`config.mk`:
```
export PLATFORM = sky130hd
export DESIGN_NAME = fetch_prefetch_unit
export DESIGN_NICKNAME = d
export VERILOG_FILES = /design/src/rtl/fetch_pkg.sv /design/src/rtl/fetch_fifo.sv /design/src/rtl/fetch_prefetch_unit.sv
export SDC_FILE = /design/constraint.sdc
export NUM_CORES = 1
export LEC_CHECK = 0
export CAP_MARGIN = 20
export CORE_UTILIZATION = 40
export CTS_CLUSTER_DIAMETER = 40
export DETAILED_ROUTE_END_ITERATION = 10
export PLACE_DENSITY = 0.55
export SETUP_SLACK_MARGIN = 0.1
export SLEW_MARGIN = 5
export SYNTH_ARGS = -nofsm -noshare
export SYNTH_HDL_FRONTEND = slang
export SYNTH_SLANG_ARGS = --single-unit
```
`constraint.sdc`:
```
create_clock -name clock -period 5 [get_ports clock]
set_input_delay 1 -clock clock [delete_from_list [all_inputs] [get_ports clock]]
set_output_delay 1 -clock clock [all_outputs]
set_load 0.1 [all_outputs]
```
`src/rtl/fetch_pkg.sv`:
```
// Shared types and constants for the instruction fetch front-end.
//   XLEN_DEF      : default address/instruction width
//   RESET_PC_DEF  : default first fetch address after reset
//   INSTR_BYTES   : bytes per fetched instruction word
//   fetch_entry_t : {instr, pc} pair stored in the fetch FIFOs
package fetch_pkg;

    localparam int unsigned XLEN_DEF     = 32;
    localparam logic [31:0] RESET_PC_DEF = 32'h0000_0000;
    localparam int unsigned INSTR_BYTES  = 4;

    typedef struct packed {
        logic [XLEN_DEF-1:0] instr;
        logic [XLEN_DEF-1:0] pc;
    } fetch_entry_t;

endpackage

```
`src/rtl/fetch_fifo.sv`:
```
// Synchronous FIFO of fetch_entry_t with flush.
//   clock, reset : rising-edge clock, asynchronous active-high reset
//   push, wdata  : enqueue (ignored when full unless a pop frees a slot)
//   pop          : dequeue head (ignored when empty)
//   flush        : drop all entries; wins over push/pop
//   rdata        : head entry (meaningful only while !empty)
//   full, empty, count : occupancy status
module fetch_fifo
    import fetch_pkg::*;
#(
    parameter int unsigned DEPTH = 4,
    localparam int unsigned PTR_W = $clog2(DEPTH),
    localparam int unsigned CNT_W = PTR_W + 1
) (
    input  logic             clock,
    input  logic             reset,
    input  logic             push,
    input  fetch_entry_t     wdata,
    input  logic             pop,
    input  logic             flush,
    output fetch_entry_t     rdata,
    output logic             full,
    output logic             empty,
    output logic [CNT_W-1:0] count
);

    fetch_entry_t     mem_q [DEPTH];
    logic [PTR_W-1:0] rptr_q, wptr_q;
    logic [CNT_W-1:0] count_q;
    logic             do_push, do_pop;

    assign empty   = (count_q == '0);
    assign full    = (count_q == CNT_W'(DEPTH));
    assign count   = count_q;
    assign rdata   = mem_q[rptr_q];
    assign do_pop  = pop && !empty;
    assign do_push = push && (!full || do_pop);

    // DEPTH is a power of two, so pointers wrap naturally.
    always_ff @(posedge clock or posedge reset) begin
        if (reset) begin
            rptr_q  <= '0;
            wptr_q  <= '0;
            count_q <= '0;
        end else if (flush) begin
            rptr_q  <= '0;
            wptr_q  <= '0;
            count_q <= '0;
        end else begin
            if (do_push) wptr_q <= wptr_q + PTR_W'(1);
            if (do_pop)  rptr_q <= rptr_q + PTR_W'(1);
            case ({do_push, do_pop})
                2'b10:   count_q <= count_q + CNT_W'(1);
                2'b01:   count_q <= count_q - CNT_W'(1);
                default: count_q <= count_q;
            endcase
        end
    end

    // Storage needs no reset; readers qualify with empty.
    always_ff @(posedge clock) begin
        if (do_push && !flush) mem_q[wptr_q] <= wdata;
    end

endmodule

```
`src/rtl/fetch_prefetch_unit.sv`:
```
// Instruction fetch front-end: owns the PC, issues word-aligned req/gnt fetches,
// tracks in-order responses and buffers {instr, pc} for decode.
//   clock, reset           : rising-edge clock, asynchronous active-high reset
//   imem_req_o/addr_o      : fetch request and word-aligned address
//   imem_gnt_i             : request accepted this cycle
//   imem_rvalid_i/rdata_i  : in-order response
//   redirect_i/redirect_pc_i : flush and restart fetch at a new PC
//   instr_valid_o/ready_i  : decode handshake; instr_o/instr_pc_o is the head entry
// Optional (`define FETCH_PERF_CNT_EN):
//   perf_fetched_o   : saturating count of entries popped by decode
//   perf_discarded_o : saturating count of dropped responses plus flushed entries
// fetch_entry_t is sized by fetch_pkg, so XLEN must equal fetch_pkg::XLEN_DEF.
module fetch_prefetch_unit
    import fetch_pkg::*;
#(
    parameter int unsigned     XLEN       = XLEN_DEF,
    parameter int unsigned     FIFO_DEPTH = 4,
    parameter logic [XLEN-1:0] RESET_PC   = RESET_PC_DEF,
    parameter int unsigned     CNT_W      = $clog2(FIFO_DEPTH) + 1
) (
    input  logic            clock,
    input  logic            reset,
    output logic            imem_req_o,
    output logic [XLEN-1:0] imem_addr_o,
    input  logic            imem_gnt_i,
    input  logic            imem_rvalid_i,
    input  logic [XLEN-1:0] imem_rdata_i,
    input  logic            redirect_i,
    input  logic [XLEN-1:0] redirect_pc_i,
    output logic            instr_valid_o,
    input  logic            instr_ready_i,
    output logic [XLEN-1:0] instr_o,
    output logic [XLEN-1:0] instr_pc_o
`ifdef FETCH_PERF_CNT_EN
    ,
    output logic [31:0]     perf_fetched_o,
    output logic [31:0]     perf_discarded_o
`endif
);

    localparam int unsigned SUM_W = CNT_W + 1;

    logic             fetch_en_q;
    logic [XLEN-1:0]  fetch_pc_q, fetch_pc_d;
    logic [CNT_W-1:0] discard_q, discard_d;
    logic [CNT_W-1:0] occupancy, outstanding;
    logic [SUM_W-1:0] credit_used;
    fetch_entry_t     fifo_wdata, fifo_head, infl_wdata, infl_head;
    logic             fifo_full, fifo_empty, infl_full, infl_empty;
    logic             grant, rsp, drop, fifo_push, fifo_pop;

    // Every granted request reserves a FIFO slot, so the FIFO never overflows.
    assign credit_used = SUM_W'(occupancy) + SUM_W'(outstanding);
    assign imem_req_o  = fetch_en_q && !redirect_i && (credit_used < SUM_W'(FIFO_DEPTH));
    assign imem_addr_o = fetch_pc_q;
    assign grant       = imem_req_o && imem_gnt_i;

    // A response with nothing outstanding is ignored.
    assign rsp       = imem_rvalid_i && !infl_empty;
    assign drop      = rsp && (redirect_i || (discard_q != '0));
    assign fifo_push = rsp && !drop;
    // A pop during redirect is not honoured; the head is flushed instead.
    assign fifo_pop  = instr_valid_o && instr_ready_i && !redirect_i;

    assign infl_wdata.instr = '0;
    assign infl_wdata.pc    = fetch_pc_q;
    assign fifo_wdata.instr = imem_rdata_i;
    assign fifo_wdata.pc    = infl_head.pc;

    always_comb begin
        fetch_pc_d = fetch_pc_q;
        discard_d  = discard_q;
        if (redirect_i) begin
            fetch_pc_d = {redirect_pc_i[XLEN-1:2], 2'b00};
            // Everything still in flight is stale; a same-cycle response is already dropped.
            discard_d  = outstanding - CNT_W'(rsp);
        end else begin
            if (grant) fetch_pc_d = fetch_pc_q + XLEN'(INSTR_BYTES);
            if (rsp && (discard_q != '0)) discard_d = discard_q - CNT_W'(1);
        end
    end

    always_ff @(posedge clock or posedge reset) begin
        if (reset) begin
            fetch_en_q <= 1'b0;
            fetch_pc_q <= RESET_PC;
            discard_q  <= '0;
        end else begin
            fetch_en_q <= 1'b1;
            fetch_pc_q <= fetch_pc_d;
            discard_q  <= discard_d;
        end
    end

    fetch_fifo #(
        .DEPTH (FIFO_DEPTH)
    ) u_prefetch_fifo (
        .clock (clock),
        .reset (reset),
        .push  (fifo_push),
        .wdata (fifo_wdata),
        .pop   (fifo_pop),
        .flush (redirect_i),
        .rdata (fifo_head),
        .full  (fifo_full),
        .empty (fifo_empty),
        .count (occupancy)
    );

    // PCs of granted requests; its occupancy is the outstanding count.
    fetch_fifo #(
        .DEPTH (FIFO_DEPTH)
    ) u_inflight_fifo (
        .clock (clock),
        .reset (reset),
        .push  (grant),
        .wdata (infl_wdata),
        .pop   (rsp),
        .flush (1'b0),
        .rdata (infl_head),
        .full  (infl_full),
        .empty (infl_empty),
        .count (outstanding)
    );

    assign instr_valid_o = !fifo_empty;
    assign instr_o       = instr_valid_o ? fifo_head.instr : '0;
    assign instr_pc_o    = instr_valid_o ? fifo_head.pc : '0;

    logic unused_sigs;
    assign unused_sigs = ^{fifo_full, infl_full, infl_head.instr, redirect_pc_i[1:0]};

`ifdef FETCH_PERF_CNT_EN
    logic [31:0] perf_fetched_q, perf_discarded_q, disc_inc;
    logic [32:0] disc_sum;

    assign disc_inc = 32'(drop) + (redirect_i ? 32'(occupancy) : 32'd0);
    assign disc_sum = {1'b0, perf_discarded_q} + {1'b0, disc_inc};

    always_ff @(posedge clock or posedge reset) begin
        if (reset) begin
            perf_fetched_q   <= '0;
            perf_discarded_q <= '0;
        end else begin
            if (fifo_pop && (perf_fetched_q != '1)) perf_fetched_q <= perf_fetched_q + 32'd1;
            perf_discarded_q <= disc_sum[32] ? '1 : disc_sum[31:0];
        end
    end

    assign perf_fetched_o   = perf_fetched_q;
    assign perf_discarded_o = perf_discarded_q;
`endif

    rsp_needs_outstanding: assert property (
        @(posedge clock) disable iff (reset) imem_rvalid_i |-> !infl_empty
    );

endmodule
```
# == Yosys cells after proc, flatten, opt, wreduce, memory -nomap -nowiden ==
# Memory sizes are Yosys's and may differ from the RTL's.
# Index checks and enable logic that the tools add are counted.
# classes
addsub,12
magnitude_cmp,1
n_eq_ne,6
mux,17
n_reduce_logical,32
# op_table
cell,n
$mux 32,4
$add 32x3->32 const B,1
$logic_and 1x1->1,14
$pmux 3 s2,2
$reduce_bool 2->1,5
$mux 3,3
$sub 3x1->3 const B,3
$add 2x1->2 const B,4
$mux 2,4
$add 3x1->3 const B,2
$eq 3x3->1 const B,2
$logic_not 1->1,6
$logic_not 3->1,2
$reduce_bool 3->1,2
$add 3x3->4,1
$eq 2x1->1 const B,2
$eq 2x2->1 const B,2
$lt 4x3->1 const B,1
$mux 1,4
$logic_or 1x1->1,3
$sub 3x1->3,1
# totals
register_bits,50
ram_bits,384
inputBits,70
output_inout_bits,98
word_cells,79
memories,2
# mem_list
memory,depth,word_bits,rd,rd_clocked_by_memory_dff,wr,line,text
u_prefetch_fifo.mem_q,4,64,1,0,1,fetch_fifo.sv:27,fetch_entry_t mem_q [DEPTH];
u_inflight_fifo.mem_q,4,32,1,0,1,fetch_fifo.sv:27,

# == Longest topological paths before layout ==
# Gate-level depths: netlist of run 1.
# logic_depth
depth_word,10
depth_mapped,12
depth_no_buf,11

# == Modules after synthesis ==
# A second synthesis of run 1 with hierarchy kept.
# hier_totals
hier_cells,1134
area_unflattened_um2,22241.3
# modules_own_cells
module,instances,cells_per_inst,area_per_inst_um2,seq_area_each_um2
fetch_fifo,2,399,9793.1,7862.5
fetch_prefetch_unit,1,336,2655.0,850.8

# == Least setup slack after synthesis of run 1 ==
# No wires, ideal clock.
# synth_timing
path_kind,input port to flip-flop
start,in imem_rvalid_i
end,mem u_prefetch_fifo.mem_q[0][10] (netlist name) (enable)
setup_time_ns,0.426
arrival_ns,3.410
t_required_ns,4.574
setup_slack_ns,1.163
path_stages,5
path_buffers,0
path_cell_list,o31ai_1 inv_1 nand2_1 a211oi_1 and2_1
# synth_between
elab_chain_len,8
# synth_lines
element,line,text
from (decl),fetch_prefetch_unit.sv:26,"input logic imem_rvalid_i,"
$logic_and 1x1->1 *,fetch_prefetch_unit.sv:59,assign rsp = imem_rvalid_i && !infl_empty;
$logic_and 1x1->1,fetch_prefetch_unit.sv:60,assign drop = rsp && (redirect_i || (discard_q != '0));
$logic_not 1->1,fetch_prefetch_unit.sv:61,assign fifo_push = rsp && !drop;
$logic_and 1x1->1 *,fetch_prefetch_unit.sv:61,
$logic_and 1x1->1 *,fetch_fifo.sv:37,assign do_push = push && (!full || do_pop);
$logic_and 1x1->1 *,fetch_fifo.sv:62,if (do_push && !flush) mem_q[wptr_q] <= wdata;
$mux 1 *,fetch_fifo.sv:62,
$mux 1 (implied by the code) *,fetch_fifo.sv:62,
to (decl),fetch_fifo.sv:27,
# Every way passes the cells marked *; elsewhere a longest branch is shown, timed or not.

# == Worst setup path in the final report of run 1 ==
# layout_timing
start,reg u_prefetch_fifo.rptr_q[0]
end,out instr_o[31]
# layout_between
elab_chain_len,2
# layout_lines
element,line,text
from (decl),fetch_fifo.sv:28,"logic [PTR_W-1:0] rptr_q, wptr_q;"
from (signal assigned),fetch_fifo.sv:51,if (do_pop) rptr_q <= rptr_q + PTR_W'(1);
$mem_v2 4x64,-,
$mux 32,fetch_prefetch_unit.sv:127,assign instr_o = instr_valid_o ? fifo_head.instr : '0;
to (decl),fetch_prefetch_unit.sv:32,"output logic [XLEN-1:0] instr_o,"
# No other way between the ends.

==> impl_metrics.json, run 1 <==
{
  "failed_checks": "DRC",
  "power.total_mw": 12.3,
  "cts_root_buf": "clkbuf_16",
  "ys_ff_latch": 416,
  "path_class": "flip-flop to output port",
  "crit_fanout": 38,
  "outcome": "finished, violations left",
  "nNetsFinal": 1188,
  "overflow": 0,
  "syn_area_mm2": 0.0167,
  "cap_viol_max_count": 0,
  "grt_antenna_before_repair": 0,
  "antenna_cells": 0,
  "postCtsSetupBuffers": 0,
  "syn_area_per_cell_um2": 18.6,
  "initial_core_util": 0.407,
  "wl_per_cell_um": 21.0,
  "slew_violations": 0,
  "synth_cell_types": 52,
  "worstHoldPathType": "flip-flop to flip-flop",
  "post-route-period-util": 0.786,
  "rows": 74,
  "arrival_ps": 2930,
  "setup_tns_ps": 0,
  "io_buffers": 161,
  "max_freq_mhz": 254,
  "drive_gt1_frac": 0.263,
  "synth-edff-count": 368,
  "hold_viol_final": 0,
  "start_kind": "flip-flop",
  "min_period_ps": 3930,
  "worst_slew_pin_slew_ps": 1030,
  "design.die.area_mm2": 0.0426,
  "crit_chain": "buf_4, mux4_2, and2_1, buf_4",
  "area_delta_synth_final_pct": 26.1,
  "cpMaxStageDelayCell": "dfrtp_4",
  "ys_seq_area_frac": 0.734,
  "crit_top_cell": "buf_4",
  "reg2reg_slack_ps": 1740,
  "combPwrFrac": 0.278,
  "cts_resized": 0,
  "crit_required_ps": 4000,
  "worst_slack_ps": 1070,
  "max_stage_delay_ps": 1000,
  "vdd_ir_drop_max_mv": 0.360,
  "skew_ps": 18.9,
  "p_clk_frac": 0.357,
  "grtUsageTotal": 0.172,
  "place_inst": 1571,
  "end_kind": "output port",
  "syn_inst": 898,
  "whs_ps": 547,
  "core-area_mm2": 0.0410,
  "routabilityCongestion": 0.788,
  "drt_iter0_markers": 459,
  "cts_made_buffers": 60,
  "cts_tree": "yes",
  "cts_max_level": 2,
  "p_per_area_mw_per_mm2": 585,
  "grt_start_max_net_pins": 63,
  "viasPerCell": 5.26,
  "clkLatencyLatePin_ps": 600,
  "grt_pass1_wl_um": 54500,
  "p_sw_frac": 0.350,
  "relSlewSlack": 0.311,
  "dr.pass1.iters": 8,
  "num_io_pins": 168,
  "synth-async-reset-ratio": 0.115,
  "ant_nets": 0,
  "pwr-share-seq": 0.365,
  "die_w_um": 206,
  "internal_power_mw": 8.01,
  "clk_pin_slew_ps": 60,
  "cts_buffer_depth": 3,
  "ys.flop_type": "edfxtp_1",
  "setup_viol": 0,
  "n_fill_cell": 3394,
  "place_ws_ps": 718,
  "wl_um": 35300,
  "leakage_nw": 7.18,
  "grt_pass1_vias": 9244,
  "switchingPower_mw": 4.30,
  "cts.sinks": 416,
  "cts_hold_buf": 0,
  "post-dp-hpwl_um": 21400,
  "vias": 8845,
  "fp.dieH_um": 206,
  "yosysWarnings": 0,
  "fin_cells": 1683,
  "drc": 26,
  "rsz0062_at_grt": "false"
}
metal layers:
metal,GRT usage,share of wire,vias up
met5,0,0,-
met4,0.0496,0.018,0
met3,0.0405,0.057,48
met2,0.283,0.49,257
met1,0.226,0.44,4538
li1,-,-,4002
state kept, by name, summed over array words and instances, names as in the netlist:
| signal | cells |
|---|---|
| discard_q | 3 |
| imem_addr_o | 30 |
| u_prefetch_fifo.wptr_q | 2 |
| u_inflight_fifo.count | 3 |
| u_prefetch_fifo.rptr_q | 2 |
| u_inflight_fifo.mem_q | 120 |
| u_inflight_fifo.wptr_q | 2 |
| u_prefetch_fifo.mem_q | 248 |
| u_prefetch_fifo.count | 3 |
| u_inflight_fifo.rptr_q | 2 |
| fetch_en_q | 1 |
per-stage QoR:
| stage | util | cell area (um2) |
|---|---|---|
| 6_report | 0.513 | 21000 |
| 5_1_grt | 0.513 | 21000 |
| 4_1_cts | 0.513 | 21000 |
| 3_5_place_dp | 0.461 | 18900 |
| 3_3_place_gp | 0.461 | 18900 |
| 2_1_floorplan | - | 16700 |
layout make-up:
type / count / area, um2 / share of cell area
Clock buffer: 70 / 1600 / 0.0761
Multi-Input combinational cell: 420 / 4200 / 0.199
Clock inverter: 42 / 537 / 0.0255
Sequential cell: 416 / 12300 / 0.582
Tap cell: 532 / 666 / 0.0316
Timing Repair Buffer: 185 / 1720 / 0.0817
Inverter: 18 / 67.6 / 0.00321
logic make-up after synthesis:
logic type,Yosys count,share of synthesized area
buffers and inverters,65,0.0157
AND/OR/NAND/NOR,209,0.0684
other,2,0.000450
flip-flops,416,0.734
adder cells (fa/ha/maj),17,0.0136
XOR/XNOR,14,0.00735
multiplexers,103,0.131
AO/OA/AOI/OAI,72,0.0297
synth_stat cells (2+ instances only):
master,number,area share
a22oi_1,4,0.0018
a31o_2,2,0.0010
buf_4,5,0.0022
xnor2_1,9,0.0047
nand3_1,21,0.0063
nand4_1,11,0.0041
conb_1,2,0.00045
o21ai_0,16,0.0048
nor4_1,5,0.0019
and2_1,72,0.027
o31ai_1,2,0.00090
nor2_1,23,0.0052
nand2_1,43,0.0097
or2_2,2,0.00075
xor2_1,5,0.0026
or3_1,2,0.00075
dfrtp_1,48,0.072
a211oi_1,2,0.00090
o311ai_0,5,0.0026
a21o_1,2,0.00090
nor2b_1,3,0.0011
mux2i_1,9,0.0054
a221o_1,5,0.0030
nor3_1,8,0.0024
a21oi_1,12,0.0036
a32oi_1,2,0.0010
edfxtp_1,368,0.66
and3_1,3,0.0011
a31oi_1,6,0.0022
buf_1,12,0.0027
nand2b_1,5,0.0019
o211ai_1,9,0.0040
inv_1,18,0.0040
mux4_2,92,0.12
clkbuf_1,30,0.0067
mux2_2,2,0.0013
and4_1,3,0.0016
ha_1,15,0.011
fa_1,2,0.0024
worst paths after layout:
path / from / end / cells past startpoint
worst max register to register: u_inflight_fifo.count[0] / u_prefetch_fifo.count[2] / 8
worst min-delay path: u_prefetch_fifo.rptr_q[1] / u_prefetch_fifo.rptr_q[1] / 2
min in group asynchronous: reset / imem_addr_o[2] / 2
worst max-delay path: u_prefetch_fifo.rptr_q[0] / instr_o[31] / 4
worst min register to register: u_prefetch_fifo.rptr_q[1] / u_prefetch_fifo.rptr_q[1] / 2
max in group asynchronous: reset / u_prefetch_fifo.rptr_q[0] / 3
power groups by stage:
| stage | registers (mW) | logic [mW] | clock network (mW) |
|---|---|---|---|
| after CTS | 4.51 | 3.48 | 4.50 |
| after global placement | 4.58 | 3.45 | 0 |
| after global routing | 4.55 | 3.62 | 4.64 |
| final | 4.50 | 3.42 | 4.39 |
| after detailed placement | 4.58 | 3.47 | 0 |
| after floorplan | 4.57 | 2.57 | 0 |
placed cells by master, fill, tap and decap left out, types with 16 or more instances in the layout:
master,instances
edfxtp_1,368
clkdlybuf4s50_1,97
mux4_2,92
buf_4,81
and2_1,68
clkbuf_16,62
dfrtp_1,44
nand2_1,43
nor2_1,23
nand3_1,21
inv_1,17
o21ai_0,16
critical path, delay by kind of cell (launching register included):
| kind | cells | cell delay (ps) |
|---|---|---|
| multiplexers | 1 | 520 |
| AND/OR/NAND/NOR | 1 | 170 |
| buffers and inverters | 2 | 600 |
| flip-flops | 1 | 1000 |
Note: power is estimated with default switching activity, not from simulation.
==> run 2, diff against run 1 <==
--- a/config.mk
+++ b/config.mk
@@ -9,7 +9,7 @@
 export CORE_UTILIZATION = 40
 export CTS_CLUSTER_DIAMETER = 40
 export DETAILED_ROUTE_END_ITERATION = 10
-export PLACE_DENSITY = 0.55
+export PLACE_DENSITY = 0.58
 export SETUP_SLACK_MARGIN = 0.1
 export SLEW_MARGIN = 5
 export SYNTH_ARGS = -nofsm -noshare
==> constraint.sdc (replaced) <==
create_clock -name clock -period 3.3 [get_ports clock]
set_input_delay 0.66 -clock clock [delete_from_list [all_inputs] [get_ports clock]]
set_output_delay 0.66 -clock clock [all_outputs]
set_load 0.1 [all_outputs]
==> impl_metrics.json, run 2 (same netlist as run 1, synthesis figures left out) <==
{
  "outcome": "finished, violations left",
  "failed_checks": "DRC",
  "path_class": "flip-flop to output port",
  "die_w_um": 206,
  "dr.pass1.iters": 8,
  "reg2reg_from": "u_inflight_fifo.count[0]",
  "final_cell_mix": "edfxtp_1, buf_4, mux4_2",
  "crit_required_ps": 2640,
  "cts_root_buf": "clkbuf_16",
  "relSlewSlack": 0.392,
  "skew_ps": 11.2,
  "end_kind": "output port",
  "num_io_pins": 168,
  "rows": 74,
  "top_register": "u_prefetch_fifo.mem_q",
  "cts_max_level": 2,
  "post-route-period-util": 0.912,
  "slew_violations": 0,
  "grtUsageTotal": 0.171,
  "rsz0062_at_grt": "false",
  "cts_tree": "yes",
  "setup_viol": 0,
  "grt_antenna_before_repair": 1,
  "wl_um": 35300,
  "power.total_mw": 18.5,
  "final_common_cell": "edfxtp_1",
  "nNetsFinal": 1202,
  "max_freq_mhz": 332,
  "grt_pass1_wl_um": 53900,
  "routabilityCongestion": 0.777,
  "cts_buffer_depth": 3,
  "arrival_ps": 2350,
  "cap_viol_max_count": 0,
  "n_fill_cell": 3325,
  "design.die.area_mm2": 0.0426,
  "io_buffers": 161,
  "antenna_cells": 0,
  "grt_pass1_vias": 9128,
  "viasPerCell": 5.20,
  "reg2reg_slack_ps": 560,
  "cts_made_buffers": 56,
  "p_per_area_mw_per_mm2": 867,
  "area_delta_synth_final_pct": 27.5,
  "vias": 8794,
  "ff2ff_path_depth": 8,
  "post-dp-hpwl_um": 22000,
  "initial_core_util": 0.407,
  "reg2reg_to": "u_prefetch_fifo.count[2]",
  "start_kind": "flip-flop",
  "cts.sinks": 416,
  "core-area_mm2": 0.0410,
  "worstHoldPathType": "primary input to asynchronous set/reset pin",
  "drt_iter0_markers": 513,
  "crit_fanout": 34,
  "ant_nets": 0,
  "overflow": 0,
  "min_period_ps": 3010,
  "worst_slew_pin_slew_ps": 912,
  "drive_gt1_frac": 0.294,
  "clk_pin_slew_ps": 60,
  "wl_per_cell_um": 20.9,
  "grt_start_max_net_pins": 55,
  "clkLatencyLatePin_ps": 590,
  "setup_tns_ps": 0,
  "vdd_ir_drop_max_mv": 0.431,
  "whs_ps": 381,
  "place_inst": 1588,
  "drc": 24,
  "hold_viol_final": 0,
  "leakage_nw": 7.29,
  "fp.dieH_um": 206,
  "largest_reg_flops": 248,
  "fin_cells": 1692
}
[run 2: through the flow]
step	setup WS, ps	util	area [um2]
final	291	0.519	21300
after global routing	164	0.519	21300
after CTS	98.9	0.518	21300
after detailed placement	308	0.472	19300
after global placement	344	0.472	19300
after floorplan	200	-	16700
[run 2: how the worst max path moves through the flow]
stage                                              end                       from  slack [ps]
after detailed placement  u_prefetch_fifo.mem_q[3][54]              imem_rvalid_i         310
after global routing                       instr_o[19]   u_prefetch_fifo.count[1]         160
after global placement    u_prefetch_fifo.mem_q[3][54]              imem_rvalid_i         340
after CTS                                  instr_o[19]  u_prefetch_fifo.rptr_q[0]         100
after floorplan                         instr_pc_o[23]   u_prefetch_fifo.count[2]         200
final                                      instr_o[19]   u_prefetch_fifo.count[1]         290
[run 2: area by class of cell]
class,count,area [um2],area share
clock buffer,59,1410,0.0664
clock inverter,44,500,0.0235
inverter,18,67.6,0.00317
multi-input combinational,420,4200,0.197
sequential,416,12300,0.576
tap,532,666,0.0313
timing repair buffer,203,2180,0.102
[run 2: per-layer routing]
metal	GRT usage	wire length, um	vias up	share of wire
li1	-	-	4031	-
met1	0.238	16100	4466	0.45
met2	0.270	16600	248	0.47
met3	0.0356	2030	49	0.057
met4	0.0520	681	0	0.019
met5	0	0	-	0
[run 2: critical path: stages, from the launching register on]
cell and delay (ps):
dfrtp_1 470, or3_4 610, buf_12 260, and2_1 180, buf_4 240
[run 2: power by group]
part	switching, mW	internal, mW
sequential	0.400	6.28
combinational	3.77	1.95
clock	2.35	3.72
[run 2: repair_timing]
| item | 4_1_cts | 5_1_grt |
|---|---|---|
| hold buffers | 0 | 0 |
| setup endpoints to repair | 40 | 26 |
| buffers inserted | 0 | 1 |
| gates resized for setup | 2 | 0 |
==> run 3, diff against run 2 <==
--- a/config.mk
+++ b/config.mk
@@ -9,7 +9,7 @@
 export CORE_UTILIZATION = 40
 export CTS_CLUSTER_DIAMETER = 40
 export DETAILED_ROUTE_END_ITERATION = 10
-export PLACE_DENSITY = 0.58
+export PLACE_DENSITY = 0.69
 export SETUP_SLACK_MARGIN = 0.1
 export SLEW_MARGIN = 5
 export SYNTH_ARGS = -nofsm -noshare
==> impl_metrics.json, run 3 (same netlist as run 1, synthesis figures left out) <==
{
  "core-area_mm2": 0.0410,
  "outcome": "finished, violations left",
  "wl_um": 33800,
  "grt_start_max_net_pins": 67,
  "arrival_ps": 2350,
  "setup_tns_ps": 0,
  "hold_depth": 2,
  "num_io_pins": 168,
  "place_inst": 1590,
  "cts_made_buffers": 50,
  "hold_viol_final": 0,
  "grt_antenna_before_repair": 0,
  "clk_pin_slew_ps": 50,
  "post-route-period-util": 0.912,
  "failed_checks": "DRC",
  "end_kind": "output port",
  "worst_slew_pin_slew_ps": 883,
  "vdd_ir_drop_max_mv": 0.484,
  "path_class": "flip-flop to output port",
  "ant_nets": 0,
  "seqCellArea_mm2": 0.0123,
  "vias": 8855,
  "multi_input_area_mm2": 0.00420,
  "hold_end": "discard_q[1]",
  "design.die.area_mm2": 0.0426,
  "power.total_mw": 17.9,
  "drc": 24,
  "post-dp-hpwl_um": 21300,
  "drt_iter0_markers": 538,
  "crit_fanout": 32,
  "dr.pass1.iters": 8,
  "top_register": "u_prefetch_fifo.mem_q",
  "final_common_cell": "edfxtp_1",
  "relSlewSlack": 0.411,
  "worstHoldPathType": "flip-flop to flip-flop",
  "skew_ps": 33.1,
  "fin_util": 0.518,
  "reg2reg_slack_ps": 810,
  "cts_tree": "yes",
  "largest_reg_flops": 248,
  "antenna_cells": 0,
  "reg2reg_to": "imem_addr_o[31]",
  "crit_required_ps": 2640,
  "io_buffers": 161,
  "cts.sinks": 416,
  "fp.dieH_um": 206,
  "grtUsageTotal": 0.164,
  "cts_buffer_depth": 3,
  "start_kind": "flip-flop",
  "die_w_um": 206,
  "cts_root_buf": "clkbuf_16",
  "slew_violations": 0,
  "overflow": 0,
  "reg2reg_from": "imem_addr_o[7]",
  "leakage_nw": 7.23,
  "fin_cells": 1685,
  "n_fill_cell": 3276,
  "dpl-instance-area_mm2": 0.0196,
  "final_cell_mix": "edfxtp_1, mux4_2, buf_4",
  "initial_core_util": 0.407,
  "viasPerCell": 5.26,
  "grt_pass1_vias": 9072,
  "rsz0062_at_grt": "false",
  "cts_max_level": 2,
  "area_delta_synth_final_pct": 27.4,
  "min_from": "discard_q[1]",
  "nNetsFinal": 1199,
  "p_per_area_mw_per_mm2": 842,
  "drive_gt1_frac": 0.283,
  "grt_pass1_wl_um": 52200,
  "routabilityCongestion": 0.814,
  "cap_viol_max_count": 0,
  "wl_per_cell_um": 20.0,
  "final_area_mm2": 0.0213,
  "rows": 74,
  "clkLatencyLatePin_ps": 580,
  "max_freq_mhz": 332,
  "min_period_ps": 3010,
  "ff2ff_path_depth": 5,
  "setup_viol": 0
}
[run 3: final cells by class]
| cell class | instances | area share |
|---|---|---|
| well taps | 532 | 0.0313 |
| clock buffers | 61 | 0.0623 |
| repair buffers | 206 | 0.113 |
| clock inverters | 32 | 0.0164 |
| flip-flops and latches | 416 | 0.577 |
| multi-input cells | 420 | 0.197 |
| inverters | 18 | 0.00318 |
[run 3: worst max path at each step]
stage / from / end / slack (ps) / cells after the start
6_report: u_prefetch_fifo.rptr_q[1] / instr_o[13] / 290 / 5
5_1_grt: u_prefetch_fifo.count[1] / instr_pc_o[22] / 190 / 4
4_1_cts: u_prefetch_fifo.count[1] / instr_pc_o[22] / 130 / 4
3_5_place_dp: imem_rvalid_i / u_prefetch_fifo.count[2] / 430 / 9
3_3_place_gp: imem_rvalid_i / u_prefetch_fifo.count[2] / 460 / 9
2_1_floorplan: u_prefetch_fifo.count[2] / instr_pc_o[23] / 200 / 3
[run 3: repair_timing]
action | 4_1_cts | 5_1_grt
setup endpoints to repair | 45 | 1
resized for setup | 0 | 1
setup buffers | 2 | 0
hold buffers | 0 | 0
[run 3: where the power goes]
group | internal, mW | leakage, nW | total (mW) | switching [mW]
clock network | 3.22 | 0.803 | 5.38 | 2.16
registers | 6.28 | 3.90 | 6.67 | 0.394
logic | 2.06 | 2.53 | 5.84 | 3.78
total | 11.6 | 7.23 | 17.9 | 6.33
[run 3: per-stage QoR]
stage	hold WS (ps)	setup WS, ps
floorplan	521	200
global route	607	186
global placement	559	456
finish	573	290
CTS	588	130
detailed placement	576	433
[run 3: worst max-delay path, stage by stage (launching register included)]
cell and delay [ps]:
dfrtp_2 540, buf_12 280, buf_12 230, mux4_2 300, and2_1 220, buf_12 180
[run 3: metal layers]
| metal | share of wire | track usage |
|---|---|---|
| met4 | 0.019 | 0.0515 |
| met1 | 0.43 | 0.217 |
| met3 | 0.058 | 0.0285 |
| met2 | 0.49 | 0.275 |
| met5 | 0 | 0 |
